===== config.mk =====
export PLATFORM = sky130hd
export DESIGN_NAME = uart_prog_loader
export DESIGN_NICKNAME = d
export VERILOG_FILES = /design/src/rtl/uart_prog_loader.sv
export SDC_FILE = /design/constraint.sdc
export NUM_CORES = 1
export LEC_CHECK = 0
export CAP_MARGIN = 20
export CORE_UTILIZATION = 40
export DETAILED_ROUTE_END_ITERATION = 8
export MAX_ROUTING_LAYER = met4
export PLACE_DENSITY = 0.72
export RECOVER_POWER = 50
export SETUP_SLACK_MARGIN = 0.5
export SLEW_MARGIN = 20
export SYNTH_ARGS = -nofsm -noshare
export SYNTH_HDL_FRONTEND = slang
export SYNTH_SLANG_ARGS = --single-unit
export TNS_END_PERCENT = 50

===== constraint.sdc =====
create_clock -name clk -period 7 [get_ports clk]
set_clock_uncertainty 0.05 [all_clocks]
set_input_delay 1.4 -clock clk [delete_from_list [all_inputs] [get_ports clk]]
set_output_delay 1.4 -clock clk [all_outputs]
set_load 0.02 [all_outputs]

===== src/rtl/uart_prog_loader.sv =====
// -----------------------------------------------------------------------------
// uart_prog_loader
//
// Boot-time program loader. Consumes a framed word stream from a UART receiver
// and writes the payload into instruction memory while holding the CPU in
// reset. Frame layout: MAGIC, N, N data words, checksum (mod-2^DBIT sum of the
// data words). A good checksum releases the CPU; any framing problem (bad N,
// bad checksum, inter-word timeout) parks the loader in an error state with
// the CPU still held. A fresh MAGIC in either end state starts a new load.
//
// Ports
//   clk           in   system clock, rising edge
//   reset_n       in   asynchronous active-low reset
//   rx_done_tick  in   one-cycle strobe, rx_dout carries a new word
//   rx_dout       in   [DBIT-1:0] received word
//   mem_we        out  registered one-cycle memory write strobe
//   mem_addr      out  [ADDR_W-1:0] registered write word address
//   mem_wdata     out  [DBIT-1:0] registered write data
//   cpu_hold      out  1 keeps the CPU in reset
//   load_done     out  last transfer completed with a good checksum
//   load_err      out  last transfer aborted
// -----------------------------------------------------------------------------
module uart_prog_loader #(
   parameter int unsigned     DBIT        = 32,
   parameter int unsigned     ADDR_W      = 10,
   parameter int unsigned     TIMEOUT_CYC = 1_000_000,
   parameter logic [DBIT-1:0] MAGIC       = 32'hB007_10AD
) (
   input  logic              clk,
   input  logic              reset_n,
   input  logic              rx_done_tick,
   input  logic [DBIT-1:0]   rx_dout,
   output logic              mem_we,
   output logic [ADDR_W-1:0] mem_addr,
   output logic [DBIT-1:0]   mem_wdata,
   output logic              cpu_hold,
   output logic              load_done,
   output logic              load_err
);

   // Width wide enough to compare a received count against 2^ADDR_W without
   // truncating either side.
   localparam int unsigned CW = (DBIT > ADDR_W + 1) ? DBIT : ADDR_W + 1;
   localparam logic [CW-1:0] CAP = CW'(1) << ADDR_W;

   // Timer counts idle clocks 0 .. TIMEOUT_CYC-1; the clock on which it sits
   // at TIMEOUT_CYC-1 with no tick is the TIMEOUT_CYC-th silent clock.
   localparam int unsigned TW = (TIMEOUT_CYC > 1) ? $clog2(TIMEOUT_CYC) : 1;
   localparam logic [TW-1:0] TMR_LAST = TW'(TIMEOUT_CYC - 1);

   typedef enum logic [2:0] {
      StIdle,
      StCount,
      StData,
      StCsum,
      StDone,
      StError
   } state_t;

   state_t            state;
   logic [ADDR_W-1:0] idx;
   logic [ADDR_W:0]   remaining;
   logic [DBIT-1:0]   sum;
   logic [TW-1:0]     tmr;

   logic          in_xfer;
   logic          expired;
   logic          is_magic;
   logic [CW-1:0] n_word;
   logic          n_ok;

   assign in_xfer  = (state == StCount) || (state == StData) || (state == StCsum);
   // A tick on the expiry clock wins: the word is consumed instead.
   assign expired  = in_xfer && !rx_done_tick && (tmr == TMR_LAST);
   assign is_magic = (rx_dout == MAGIC);
   assign n_word   = CW'(rx_dout);
   assign n_ok     = (n_word != '0) && (n_word <= CAP);

   always_ff @(posedge clk or negedge reset_n) begin
      if (!reset_n) begin
         state     <= StIdle;
         idx       <= '0;
         remaining <= '0;
         sum       <= '0;
         tmr       <= '0;
         mem_we    <= 1'b0;
         mem_addr  <= '0;
         mem_wdata <= '0;
         cpu_hold  <= 1'b1;
         load_done <= 1'b0;
         load_err  <= 1'b0;
      end else begin
         mem_we <= 1'b0;

         if (rx_done_tick || !in_xfer || expired) begin
            tmr <= '0;
         end else begin
            tmr <= tmr + TW'(1);
         end

         unique case (state)
            StIdle: begin
               if (rx_done_tick && is_magic) begin
                  state <= StCount;
               end
            end

            StCount: begin
               if (rx_done_tick) begin
                  if (n_ok) begin
                     remaining <= n_word[ADDR_W:0];
                     idx       <= '0;
                     sum       <= '0;
                     state     <= StData;
                  end else begin
                     state    <= StError;
                     cpu_hold <= 1'b1;
                     load_err <= 1'b1;
                  end
               end else if (expired) begin
                  state    <= StError;
                  cpu_hold <= 1'b1;
                  load_err <= 1'b1;
               end
            end

            StData: begin
               if (rx_done_tick) begin
                  mem_we    <= 1'b1;
                  mem_addr  <= idx;
                  mem_wdata <= rx_dout;
                  // Index may wrap to 0 after address 2^ADDR_W-1, but the FSM
                  // has already left DATA by then so no further write happens.
                  idx       <= idx + ADDR_W'(1);
                  sum       <= sum + rx_dout;
                  remaining <= remaining - (ADDR_W + 1)'(1);
                  if (remaining == (ADDR_W + 1)'(1)) begin
                     state <= StCsum;
                  end
               end else if (expired) begin
                  state    <= StError;
                  cpu_hold <= 1'b1;
                  load_err <= 1'b1;
               end
            end

            StCsum: begin
               if (rx_done_tick) begin
                  if (rx_dout == sum) begin
                     state     <= StDone;
                     cpu_hold  <= 1'b0;
                     load_done <= 1'b1;
                  end else begin
                     state    <= StError;
                     cpu_hold <= 1'b1;
                     load_err <= 1'b1;
                  end
               end else if (expired) begin
                  state    <= StError;
                  cpu_hold <= 1'b1;
                  load_err <= 1'b1;
               end
            end

            StDone, StError: begin
               if (rx_done_tick && is_magic) begin
                  state     <= StCount;
                  cpu_hold  <= 1'b1;
                  load_done <= 1'b0;
                  load_err  <= 1'b0;
               end
            end

            default: begin
               state    <= StError;
               cpu_hold <= 1'b1;
               load_err <= 1'b1;
            end
         endcase
      end
   end

endmodule

==> flow_summary.ini, run 1 <==
[synth]
synth_cells = 867
synth_fp_nets = 938
synth_area_per_cell_um2 = 8.29
synth_top_cell_area_share_pct = 42.1
yosysMostFrequentCell = nand2_1
ys_seq_area_share_pct = 42.5
synth-seq-cells = 122
ys_warn_count = 0
synthArstFlopShare_pct = 100
synth_area_leaders = dfrtp_1, nand2_1, ha_1
yosys-top-cells-count = nand2_1, dfrtp_1, nor2_1, a21oi_1, o21ai_1
yosysTopAreaCell = dfrtp_1
synth_cell_types = 60
syn-cell-area_um2 = 7190
synth-edff-count = 0
synth_flop_cell = dfrtp_1

[clocking]
cts.clk_slew.worst_paths_ns = 0.06
h-tree-depth = 4
cts_sinks = 122
hold_buffers = 0
cts_setup_buffers = 0
ctsRootBufferMaster = clkbuf_16
numCtsBuffers = 17
clockBufferDepth = 2
cts_tree = built
cts_resized = 0
clock_latency_ns = 0.43

[placed_design]
placed_cells = 1130
gp_congestion = 0.927
port-buffer-count = 80
hpwlAfterDp_um = 13000

[detailed_routing]
first_pass_iters = 5
viasPerCell = 5.52
wl_um = 18800
wl_per_cell_um = 16.2
drt_iter0_drc = 411
drc = 0
ant_nets = 0
num_vias = 6416

[floorplan]
coreArea_um2 = 17400
start_util_pct = 41.3
die_h_um = 136
fp.dieW_um = 136
dieArea_um2 = 18500
rows = 48
io_pins = 81

[sta]
slew_violations = 50
worst_slew_pin_slew_ns = 2.59
final.setup.tns_ns = 0
max_freq_ghz = 0.239
slew_headroom_pct = -72.4
period_share_pct = 59.7
hold_viol_final = 0
min_period_ns = 4.18
setup_viol = 0
rsz0062_at_grt = false

[global_routing]
grt_first_pass_wirelength_um = 31300
top_usage_layer = met2
antenna_found_initial = 1
grt_use_met3_pct = 4.03
gr-usage-met1_pct = 29.8
grtUsageMet2_pct = 35.1
grt_overflow = 0
grt_pass1_vias = 6127
grt_use_total_pct = 22.5
grt_max_degree = 75

[setup_path]
worstPathRequired_ns = 7.26
worstSetupStartpointType = input port
cp-end-kind = flip-flop
arrival_ns = 4.44
critPathKind = input port to flip-flop
worst-path-max-fanout = 42

[cells_and_area]
area_growth_syn_to_layout_pct = 21.8
fill_cells = 1658
fin_cells = 1162
diodes = 0
finalNetCount = 995
drive_gt1_share_pct = 4.59

[power]
powerDensity_nw_per_um2 = 213
p_leak_nw = 4.08
max-vdd-ir-drop_v = 0.000177

[outcome]
status = finished, violations left
violations = max-capacitance violations, max-slew violations

[min_path]
hold_path.class = flip-flop to flip-flop

[flow_run]
cap_viol_max_count = 1
[worst max-delay path, stage by stage]
cell	delay, ns
clkdlybuf4s50_1	0.50
or4_1	0.60
nor3_1	0.43
a2111oi_4	0.18
a21oi_4	0.49
buf_4	0.51
a21oi_1	0.11
o22a_1	0.20
[cell usage in the layout (no fill, tap or decap), types with 5 or more instances in the layout]
cell type / instances
o211ai_1: 6
o21a_1: 6
a21o_1: 10
and3_1: 12
dfrtp_1: 121
a22oi_1: 8
ha_1: 35
nor3_1: 16
o21ai_1: 47
inv_1: 11
nand3_1: 18
nor2_1: 75
o21ai_0: 26
or3_1: 5
a31oi_1: 8
a21oi_1: 52
nand2_1: 210
xnor2_1: 21
xor2_1: 29
a211oi_1: 5
nor4_1: 13
dlygate4sd3_1: 19
nor2b_1: 6
o22ai_1: 5
clkbuf_16: 17
clkdlybuf4s50_1: 60
or4_1: 5
nand4_1: 22
[area by class of cell]
type                            instances  area [um2]  area share (%)
Multi-Input combinational cell        686        3910            44.7
Sequential cell                       122        3050            34.9
Timing Repair Buffer                   84         828            9.46
Clock buffer                           22         464            5.30
Tap cell                              225         282            3.22
Clock inverter                         10         166            1.90
Inverter                               13        48.8           0.557
[power breakdown]
group | total [mW] | internal, mW | switching [mW]
sequential | 0.734 | 0.717 | 0.0165
combinational | 0.184 | 0.0687 | 0.115
clock | 0.949 | 0.616 | 0.333
[registers in the layout (all words and copies together) (netlist names)]
register   count
mem_we         1
load_err       1
remaining     11
sum           32
state          3
load_done      1
mem_addr      10
mem_wdata     32
tmr           20
idx           10
cpu_hold       1
[final timing paths]
path | from | endpoint | slack (ns) | cells past startpoint
max reg2reg | sum[0] | sum[24] | 4.18 | 9
max in group asynchronous | reset_n | tmr[18] | 3.10 | 2
min in group asynchronous | reset_n | mem_wdata[27] | 0.93 | 1
min | mem_wdata[27] | mem_wdata[27] | 0.42 | 2
max | rx_dout[4] | remaining[4] | 2.82 | 8
min reg2reg | mem_wdata[27] | mem_wdata[27] | 0.42 | 2
[metrics by stage]
step	setup WS [ns]	util [%]	cell area, um2	power [mW]	hold slack (ns)
finish	2.82	50.3	8750	1.87	0.416
global route	2.39	50.3	8750	1.94	0.445
CTS	2.83	50.3	8750	1.88	0.426
detailed placement	2.39	46.6	8120	0.930	0.411
global placement	2.50	46.6	8120	0.928	0.408
floorplan	3.52	-	7190	0.850	0.397
[kinds of logic (layout without fill, tap and decap cells)]
kind of cell | count (synthesis) | after routing | share of synthesized area [%]
DFF | 122 | 122 | 42.5
and+or+nand+nor | 396 | 396 | 24.2
xor gates and xnor gates | 50 | 50 | 6.09
muxes | 2 | 2 | 0.279
buffers and inverters | 59 | 129 | 3.24
AOI/OAI and AO/OA | 202 | 202 | 17.3
adders and majority gates | 36 | 36 | 6.37
[routing by layer]
metal / wire [um] / vias up / share of wire [%]
li1: - / 3149 / -
met1: 8970 / 3082 / 48
met2: 8790 / 165 / 47
met3: 834 / 20 / 4.4
met4: 241 / 0 / 1.3
met5: 0 / - / 0
No activity file was read; power rests on OpenSTA's default activity.
==> run 2: changes to the inputs <==
==> constraint.sdc (replaced) <==
create_clock -name clk -period 4.1 [get_ports clk]
set_clock_uncertainty 0.05 [all_clocks]
set_input_delay 0.82 -clock clk [delete_from_list [all_inputs] [get_ports clk]]
set_output_delay 0.82 -clock clk [all_outputs]
set_load 0.02 [all_outputs]
==> run 2 against run 1 <==
Compared with the run above: the flow still finishes with violations (max-capacitance violations, max-slew violations); die area is the same; power grew 64%; sequential cell count is the same; count of clock-buffer cells in the layout shrank 2; clock power grew 56%; design area grew 0.80%; sequential share of layout area shrank 0.28 points; critical path type unchanged; critical endpoint is now sum[24].
==> flow_summary.ini, run 2 (same netlist as run 1, synthesis figures left out) <==
[placed_design]
placedInstanceArea_um2 = 8260
port-buffer-count = 80
hpwlAfterDp_um = 13800
placed_cells = 1147
gp_congestion = 0.937

[clocking]
cts.clk_slew.worst_paths_ns = 0.05
ctsRootBufferMaster = clkbuf_16
hold_buffers = 0
clock_latency_ns = 0.43
numCtsBuffers = 17
clockBufferDepth = 2
cts_sinks = 122
cts_setup_buffers = 0
h-tree-depth = 4
cts_tree = built
cts_resized = 0

[power]
max-vdd-ir-drop_v = 0.000306
p_leak_nw = 4.15
powerDensity_nw_per_um2 = 346

[setup_path]
worstPathRequired_ns = 4.35
arrival_ns = 3.58
worstSetupStartpointType = input port
worst-path-max-fanout = 3
critPathKind = input port to flip-flop
cp-end-kind = flip-flop

[sta]
slew_headroom_pct = -11.8
max_freq_ghz = 0.300
rsz0062_at_grt = false
final.setup.tns_ns = 0
whs_ns = 0.414
hold_viol_final = 0
min_period_ns = 3.33
setup_viol = 0
slew_violations = 69
period_share_pct = 81.2
worst_slew_pin_slew_ns = 1.68

[outcome]
violations = max-capacitance violations, max-slew violations
status = finished, violations left

[cells_and_area]
multi_input_area_um2 = 3910
reg_top3 = mem_wdata (32), sum (32), tmr (20)
fill_cells = 1650
regArea_um2 = 3050
layout_commonest_cell = nand2_1
drive_gt1_share_pct = 6.40
finalNetCount = 1012
area_growth_syn_to_layout_pct = 22.8
postLayoutCoreUtil_pct = 50.7
fin_cells = 1178
final_area_um2 = 8820
final_cell_mix = nand2_1, dfrtp_1, nor2_1
diodes = 0

[detailed_routing]
wl_um = 19300
drc = 0
first_pass_iters = 5
viasPerCell = 5.61
drt_iter0_drc = 570
wl_per_cell_um = 16.4
ant_nets = 0
num_vias = 6609

[global_routing]
grt_pass1_vias = 6235
grt_first_pass_wirelength_um = 31900
grt_overflow = 0
grt_max_degree = 69
antenna_found_initial = 0
grt_use_total_pct = 22.8

[floorplan]
start_util_pct = 41.3
fp.dieW_um = 136
coreArea_um2 = 17400
rows = 48
dieArea_um2 = 18500
die_h_um = 136
io_pins = 81

[flow_run]
cap_viol_max_count = 1

[min_path]
hold_path.class = flip-flop to flip-flop
## run 2: cell types whose count changed in the layout (fill, tap and decap cells not counted), moves of 2 or more
cell / previous run / this run
clkinv_2: 1 / 4
buf_4: 3 / 20
clkbuf_2: 0 / 2
clkdlybuf4s50_1: 60 / 57
bufinv_16: 4 / 2
clkbuf_1: 4 / 1
dlygate4sd3_1: 19 / 22
## run 2: layout make-up
cell class	count	share of cell area, %
Clock buffer	20	5.18
Clock inverter	11	1.38
Inverter	13	0.553
Multi-Input combinational cell	686	44.3
Sequential cell	122	34.6
Tap cell	225	3.19
Timing Repair Buffer	101	10.8
## run 2: per-layer routing
| layer | part of all wire [%] | track usage [%] |
|---|---|---|
| met1 | 48 | 30.9 |
| met2 | 45 | 33.9 |
| met3 | 4.7 | 3.99 |
| met4 | 2.2 | 8.70 |
| met5 | 0 | - |
## run 2: per-stage QoR
step	setup WS, ns	power [mW]
2_1_floorplan	1.20	1.45
3_3_place_gp	0.425	1.59
3_5_place_dp	0.358	1.60
4_1_cts	0.806	3.09
5_1_grt	0.356	3.17
6_report	0.771	3.06
## run 2: report_power, final
| group | switching (mW) | internal (mW) | leakage (nW) |
|---|---|---|---|
| registers | 0.0292 | 1.22 | 1.70 |
| clock network | 0.561 | 0.920 | 0.282 |
| logic | 0.198 | 0.123 | 2.18 |
## run 2: worst paths after layout
| check | startpoint | endpoint | slack [ns] | cells after the start |
|---|---|---|---|---|
| min reg2reg | mem_wdata[27] | mem_wdata[27] | 0.41 | 2 |
| max | rx_dout[0] | sum[24] | 0.77 | 11 |
| max in group asynchronous | reset_n | sum[6] | 1.00 | 2 |
| min in group asynchronous | reset_n | sum[17] | 0.68 | 1 |
| max reg2reg | sum[0] | sum[24] | 1.27 | 10 |
| min | mem_wdata[27] | mem_wdata[27] | 0.41 | 2 |
## run 2: critical path: stages
cell and delay (ns):
clkdlybuf4s50_1 0.46, ha_1 0.25, fa_1 0.42, a21o_1 0.23, a221o_1 0.34, o22ai_1 0.30
o41ai_1 0.11, buf_4 0.17, a211oi_1 0.23, xor2_1 0.18, o21ai_1 0.07
